--- src/rtl/kbd_pkg.sv ---
// Shared types and event-field helpers for the keyboard matrix scanner.
package kbd_pkg;

    // Scan sequencer states
    typedef enum logic [1:0] {
        IDLE    = 2'd0,
        DRIVE   = 2'd1,
        CAPTURE = 2'd2,
        PROC    = 2'd3
    } scan_state_t;

    // Row index field width, at least one bit
    function automatic int rw_of(input int rows);
        return (rows > 1) ? $clog2(rows) : 1;
    endfunction

    // Column index field width, at least one bit
    function automatic int cw_of(input int cols);
        return (cols > 1) ? $clog2(cols) : 1;
    endfunction

    // Full event width: {press, row_idx, col_idx}
    function automatic int evt_w_of(input int rows, input int cols);
        return 1 + rw_of(rows) + cw_of(cols);
    endfunction

    // Bit position of the press/release flag inside an event (the MSB)
    function automatic int press_bit_of(input int rows, input int cols);
        return rw_of(rows) + cw_of(cols);
    endfunction

endpackage

--- src/rtl/kbd_matrix_scanner_fifo.sv ---
// Small registered event FIFO; a push while full is accepted only if a pop
// frees the slot in the same cycle, otherwise it is reported as a drop.
module kbd_event_fifo #(
    parameter int WIDTH = 9,
    parameter int DEPTH = 8
) (
    input  logic             clk,
    input  logic             rst_n,
    input  logic             push,
    input  logic [WIDTH-1:0] push_data,
    input  logic             pop,
    output logic             full,
    output logic             empty,
    output logic [WIDTH-1:0] data,
    output logic             drop
);
    localparam int AW = $clog2(DEPTH);

    logic [WIDTH-1:0] r_mem [DEPTH];
    logic [AW-1:0]    r_wr_ptr;
    logic [AW-1:0]    r_rd_ptr;
    logic [AW:0]      r_count;
    logic             w_do_pop;
    logic             w_do_push;

    assign full      = (r_count == (AW+1)'(DEPTH));
    assign empty     = (r_count == '0);
    assign w_do_pop  = pop && !empty;
    assign w_do_push = push && (!full || w_do_pop);
    assign drop      = push && !w_do_push;
    // Head entry is shown only when valid so the output reads zero when empty
    assign data      = empty ? '0 : r_mem[r_rd_ptr];

    // Storage array: written on accepted pushes, no reset needed
    always_ff @(posedge clk) begin
        if (w_do_push) begin
            r_mem[r_wr_ptr] <= push_data;
        end
    end

    // Pointer and occupancy bookkeeping
    always_ff @(posedge clk or negedge rst_n) begin
        if (!rst_n) begin
            r_wr_ptr <= '0;
            r_rd_ptr <= '0;
            r_count  <= '0;
        end else begin
            if (w_do_push) begin
                r_wr_ptr <= r_wr_ptr + AW'(1);
            end
            if (w_do_pop) begin
                r_rd_ptr <= r_rd_ptr + AW'(1);
            end
            r_count <= r_count + (AW+1)'(w_do_push) - (AW+1)'(w_do_pop);
        end
    end

endmodule

--- src/rtl/kbd_matrix_scanner.sv ---
// Keyboard matrix scanner: drives one column at a time, samples the rows,
// debounces every key independently and queues press/release events.
module kbd_matrix_scanner
    import kbd_pkg::*;
#(
    parameter int ROWS       = 9,
    parameter int COLS       = 10,
    parameter int SETTLE     = 4,
    parameter int DEBOUNCE   = 4,
    parameter int FIFO_DEPTH = 8
) (
    input  logic                                  clk,
    input  logic                                  rst_n,
    input  logic                                  scan_en,
    input  logic [ROWS-1:0]                       kbd_row,
    output logic [COLS-1:0]                       kbd_col,
    output logic [kbd_pkg::evt_w_of(ROWS,COLS)-1:0] evt_data,
    output logic                                  evt_valid,
    input  logic                                  evt_ready,
    output logic [ROWS*COLS-1:0]                  key_state,
    output logic                                  overflow,
    input  logic                                  overflow_clr,
    output logic                                  scan_tick
);
    localparam int RW   = rw_of(ROWS);
    localparam int CW   = cw_of(COLS);
    localparam int EW   = evt_w_of(ROWS, COLS);
    localparam int KEYS = ROWS * COLS;
    localparam int KW   = (KEYS > 1) ? $clog2(KEYS) : 1;
    localparam int CNTW = $clog2(DEBOUNCE + 1);
    localparam int SW   = (SETTLE > 1) ? $clog2(SETTLE) : 1;

    logic [ROWS-1:0]  r_row_meta;
    logic [ROWS-1:0]  r_row_sync;
    scan_state_t      r_state;
    logic [CW-1:0]    r_col_idx;
    logic [RW-1:0]    r_row_idx;
    logic [SW-1:0]    r_settle_cnt;
    logic [ROWS-1:0]  r_snap;
    logic [COLS-1:0]  r_kbd_col;
    logic             r_scan_tick;
    logic [KEYS-1:0]  r_key_state;
    logic [CNTW-1:0]  r_cnt [KEYS];
    logic             r_overflow;

    logic [KW-1:0]    w_key_idx;
    logic             w_snap_bit;
    logic             w_differs;
    logic [CNTW-1:0]  w_cnt_cur;
    logic             w_flip;
    logic             w_last_row;
    logic             w_last_col;
    logic [CW-1:0]    w_next_col;
    logic [EW-1:0]    w_push_data;
    logic             w_fifo_full;
    logic             w_fifo_empty;
    logic             w_fifo_drop;
    logic [EW-1:0]    w_fifo_data;

    assign w_key_idx   = KW'(r_col_idx) * KW'(ROWS) + KW'(r_row_idx);
    assign w_snap_bit  = r_snap[r_row_idx];
    assign w_differs   = (w_snap_bit != r_key_state[w_key_idx]);
    assign w_cnt_cur   = r_cnt[w_key_idx];
    // A key flips (and an event is pushed) on its DEBOUNCE-th consecutive differing scan
    assign w_flip      = (r_state == PROC) && w_differs && (w_cnt_cur == CNTW'(DEBOUNCE - 1));
    assign w_last_row  = (r_row_idx == RW'(ROWS - 1));
    assign w_last_col  = (r_col_idx == CW'(COLS - 1));
    assign w_next_col  = w_last_col ? '0 : r_col_idx + CW'(1);
    assign w_push_data = {w_snap_bit, r_row_idx, r_col_idx};

    // Two-flop synchroniser for the asynchronous row sense lines
    always_ff @(posedge clk or negedge rst_n) begin
        if (!rst_n) begin
            r_row_meta <= '0;
            r_row_sync <= '0;
        end else begin
            r_row_meta <= kbd_row;
            r_row_sync <= r_row_meta;
        end
    end

    // Scan sequencer with registered column drive and end-of-scan pulse
    always_ff @(posedge clk or negedge rst_n) begin
        if (!rst_n) begin
            r_state      <= IDLE;
            r_col_idx    <= '0;
            r_row_idx    <= '0;
            r_settle_cnt <= '0;
            r_snap       <= '0;
            r_kbd_col    <= '0;
            r_scan_tick  <= 1'b0;
        end else begin
            r_scan_tick <= 1'b0;
            case (r_state)
                IDLE: begin
                    if (scan_en) begin
                        r_state      <= DRIVE;
                        r_col_idx    <= '0;
                        r_settle_cnt <= '0;
                        r_kbd_col    <= COLS'(1);
                    end
                end
                DRIVE: begin
                    if (r_settle_cnt == SW'(SETTLE - 1)) begin
                        r_state <= CAPTURE;
                    end else begin
                        r_settle_cnt <= r_settle_cnt + SW'(1);
                    end
                end
                CAPTURE: begin
                    r_snap    <= r_row_sync;
                    r_row_idx <= '0;
                    r_kbd_col <= '0;
                    r_state   <= PROC;
                end
                PROC: begin
                    if (w_last_row) begin
                        // The current column always completes before honouring scan_en
                        r_col_idx    <= w_next_col;
                        r_settle_cnt <= '0;
                        r_scan_tick  <= w_last_col;
                        if (scan_en) begin
                            r_state   <= DRIVE;
                            r_kbd_col <= COLS'(1) << w_next_col;
                        end else begin
                            r_state <= IDLE;
                        end
                    end else begin
                        r_row_idx <= r_row_idx + RW'(1);
                    end
                end
                default: r_state <= IDLE;
            endcase
        end
    end

    // Per-key debounce counters and debounced state, one key per PROC cycle
    always_ff @(posedge clk or negedge rst_n) begin
        if (!rst_n) begin
            r_key_state <= '0;
            for (int k = 0; k < KEYS; k++) begin
                r_cnt[k] <= '0;
            end
        end else if (r_state == PROC) begin
            if (!w_differs) begin
                r_cnt[w_key_idx] <= '0;
            end else if (w_flip) begin
                r_key_state[w_key_idx] <= ~r_key_state[w_key_idx];
                r_cnt[w_key_idx]       <= '0;
            end else begin
                r_cnt[w_key_idx] <= w_cnt_cur + CNTW'(1);
            end
        end
    end

    // Sticky overflow; a drop in the same cycle as a clear keeps it set
    always_ff @(posedge clk or negedge rst_n) begin
        if (!rst_n) begin
            r_overflow <= 1'b0;
        end else if (w_fifo_drop && w_fifo_full) begin
            r_overflow <= 1'b1;
        end else if (overflow_clr) begin
            r_overflow <= 1'b0;
        end
    end

    kbd_event_fifo #(
        .WIDTH (EW),
        .DEPTH (FIFO_DEPTH)
    ) u_fifo (
        .clk       (clk),
        .rst_n     (rst_n),
        .push      (w_flip),
        .push_data (w_push_data),
        .pop       (evt_ready),
        .full      (w_fifo_full),
        .empty     (w_fifo_empty),
        .data      (w_fifo_data),
        .drop      (w_fifo_drop)
    );

    assign kbd_col   = r_kbd_col;
    assign evt_data  = w_fifo_data;
    assign evt_valid = !w_fifo_empty;
    assign key_state = r_key_state;
    assign overflow  = r_overflow;
    assign scan_tick = r_scan_tick;

endmodule

--- config.mk ---
export PLATFORM = sky130hd
export DESIGN_NAME = kbd_matrix_scanner
export DESIGN_NICKNAME = d
export VERILOG_FILES = /design/src/rtl/kbd_pkg.sv /design/src/rtl/kbd_matrix_scanner_fifo.sv /design/src/rtl/kbd_matrix_scanner.sv
export SDC_FILE = /design/constraint.sdc
export NUM_CORES = 1
export LEC_CHECK = 0
export ABC_AREA = 1
export CAP_MARGIN = 5
export CORE_MARGIN = 2
export CORE_UTILIZATION = 55
export CTS_CLUSTER_DIAMETER = 80
export DETAILED_ROUTE_END_ITERATION = 10
export GPL_ROUTABILITY_DRIVEN = 0
export PLACE_DENSITY_LB_ADDON = 0.15
export SLEW_MARGIN = 20
export SYNTH_ARGS = -nofsm -noshare
export SYNTH_HDL_FRONTEND = slang
export SYNTH_HIERARCHICAL = 1
export SYNTH_SLANG_ARGS = --single-unit
--- constraint.sdc ---
create_clock -name clk -period 6.1 [get_ports clk]
set_input_delay 0.915 -clock clk [delete_from_list [all_inputs] [get_ports clk]]
set_output_delay 0.915 -clock clk [all_outputs]
set_load 0.02 [all_outputs]
==> results of run 1 <==
[placed cells by master, fill, tap and decap left out, types with 12 or more instances in the layout]
cell,n
nand2_1,1177
dfrtp_1,420
nand4_1,368
inv_1,328
nor2_1,222
nand3_1,171
clkdlybuf4s50_1,124
o22ai_1,98
edfxtp_1,72
clkbuf_16,57
buf_4,56
o21ai_0,54
ha_1,26
a21oi_1,24
o21ai_1,19
buf_12,13
clkbuf_8,12
[worst max-delay path by stage]
stage	depth (start not counted)	slack [ps]	startpoint	to
floorplan	30	380	r_col_idx[1]	u_fifo/r_count[1]
global placement	18	520	r_col_idx[3]	r_cnt[64]
detailed placement	20	500	r_col_idx[1]	u_fifo/r_mem[6][7]
CTS	20	440	r_col_idx[1]	u_fifo/r_mem[6][4]
global route	27	60	r_col_idx[3]	u_fifo/r_count[1]
finish	18	320	r_col_idx[3]	r_cnt[46]
[final cells by class]
class / count / area, sq um / area share (%)
clock buffers: 75 / 1610 / 5.53
clock inverters: 18 / 209 / 0.716
multi-input cells: 2256 / 10700 / 36.6
inverters: 338 / 1280 / 4.38
well taps: 607 / 759 / 2.60
flip-flops and latches: 493 / 12700 / 43.5
repair buffers: 194 / 1940 / 6.64
[sequential cells by signal (all words and copies together) (netlist names), 3 cells and up]
| register | flops |
|---|---|
| kbd_col | 10 |
| key_state | 90 |
| r_cnt | 270 |
| r_col_idx | 4 |
| r_row_idx | 4 |
| r_row_meta | 9 |
| r_row_sync | 9 |
| r_snap | 9 |
| u_fifo/r_count | 4 |
| u_fifo/r_mem | 72 |
| u_fifo/r_rd_ptr | 3 |
| u_fifo/r_wr_ptr | 3 |
[metrics by stage]
stage	setup WS, ps	cells	util, %	hold slack (ps)
6_report	319	3981	62.9	285
2_1_floorplan	377	3302	-	331
3_3_place_gp	516	3888	59.0	335
3_5_place_dp	499	3888	59.0	339
4_1_cts	437	3981	62.9	309
5_1_grt	59.7	3981	62.9	331
[metal layers]
metal  up-vias  wire length, um  track usage [%]
met5         -                0                0
met4         0             2590             11.8
met3       192             8540             7.05
met2      1360            35800             50.3
met1     11756            33800             48.0
li1      11001                -                -
[kinds of logic (layout without fill, tap and decap cells)]
logic type      count (synthesis)  count (layout)  synth area share [%]
buf+inv                       553             625                  9.16
flops                         493             493                  49.4
xor+xnor                        6               6                 0.234
mux                             5               5                 0.219
simple gates                 1983            1983                  34.0
compound gates                232             232                  5.47
fa+ha+maj                      30              30                  1.52
==> run summary, run 1 <==
Syn avg cell area - 7.78 sq um
Initial Util - 55.4%
Crit. End Element - flop
Post-synth EDFFs - 72
Syn-to-layout area delta - 13.5%
RSZ-0062 raised after global routing - false
IO buf count - 125
Reg clk slew, reported paths - 60 ps
Root buffer cell - clkbuf_16
Clock sink total - 493
CTS hold repair buffers - 0
HPWL after DPL - 52900 um
Setup CP Type - flop to flop
Cts bufs inserted - 54
FF-to-FF setup slack - 320 ps
Post-cts gate resize count - 0
Reg2reg end - r_cnt[46]
Minimum clock period - 5780 ps
Final setup vio count - 0
Drt initial violations - 3263
Cell with the most instances after synthesis - nand2_1
First-pass DRT Iterations - 6
Crit-path max FO - 46
First-pass GRT wire length - 127000 um
Die X - 220 um
R2r worst-path depth - 18
Largest net degree at the start of global routing - 153
Slew Viols, Final - 0
WP buf/inv - 1
TritonCTS clock tree - built
Netlist cell types - 45
CTS max path bufs - 3
Die area - 48400 sq um
Vias in the first global route - 22411
Core area - 46400 sq um
CP dominant cell by count - nand2_1
Row cnt - 79
Async SR Flop Fraction - 85.4%
Most frequent cells after synthesis - nand2_1, dfrtp_1, nand4_1, inv_1, nor2_1
Total gr overflow - 0
Crit path max-delay cell type - ha_2
# IOs - 126
Vias per cell - 6.11
N_diodes - 0
Mean routed wirelength per cell - 20.3 um
Crit path DAT - 6320 ps
DR vias - 24309
Required time of the critical path - 6640 ps
YS warnings - 6
Cells after Synth - 3302
Max_cap viols - 0
Critical Path Start Type - flop
Synthesized net count - 3346
Reg-to-Reg Start - r_col_idx[3]
Primary FF master, synth - dfrtp_1
Dominant cell type by area after synthesis - dfrtp_1
Share of cells above drive strength 1 - 6.05%
Period utilisation layout - 94.8%
Antenna-violating nets left - 0
Setup TNS Final - 0 ps
Final Hold Fails - 0
Register area share after synthesis - 49.4%
DRC viols - 0
Detailed Route WL - 80700 um
Cell area after layout - 29200 sq um
Clock Latency Late Sink - 620 ps
Post-DP Area - 27300 sq um
CP max stage delay - 1020 ps
Worst Tran Pin Value - 1050 ps
Postcts setup bufs - 0
CTS H-tree lvls - 2
Synth top area share - 41.0%
Fill cell total of the finished layout - 3963
Die H - 220 um
Seq cells post-synth - 493
Layout Skew - 29.8 ps
Worst path top cell family by delay - simple AND/OR/NAND/NOR gates
Mapped cell area - 25700 sq um
Status - complete, no violations
Rel. slew slack - 29.7%
Final layout net count - 3381
Hold Crit Class - input pin to asynchronous set/reset pin
GRT Total Usage - 33.4%
Area contributors post-synth - dfrtp_1, nand2_1, nand4_1
Highest Clock Rate - 173 MHz
Initial antenna violation count - 0
Chain of cells forming the critical path - ha_1 -> ha_1 -> ha_1 -> nand3_2 -> nand3_2 -> nand2_1 -> nand3_1 -> nand2_1 -> nor2_4 -> nand2_1 -> nor2_1 -> a21oi_1 -> nand2_1 -> nor2_1 -> ha_2 -> buf_4 -> nand4_1 -> nand2_1
Power of run 1 is not shown: default switching activity piles up to over one toggle a cycle in this logic, so the estimate is an artifact.
==> run 2, diff against run 1 <==
--- a/config.mk
+++ b/config.mk
@@ -6,6 +6,7 @@
 export NUM_CORES = 1
 export LEC_CHECK = 0
 export ABC_AREA = 1
+export ABC_CLOCK_PERIOD_IN_PS = 6100
 export CAP_MARGIN = 5
 export CORE_MARGIN = 2
 export CORE_UTILIZATION = 55
==> results of run 2 <==
Final layout, timing and power as in run 1 (identical DEF).
Power of run 2 is left out for the same reason.
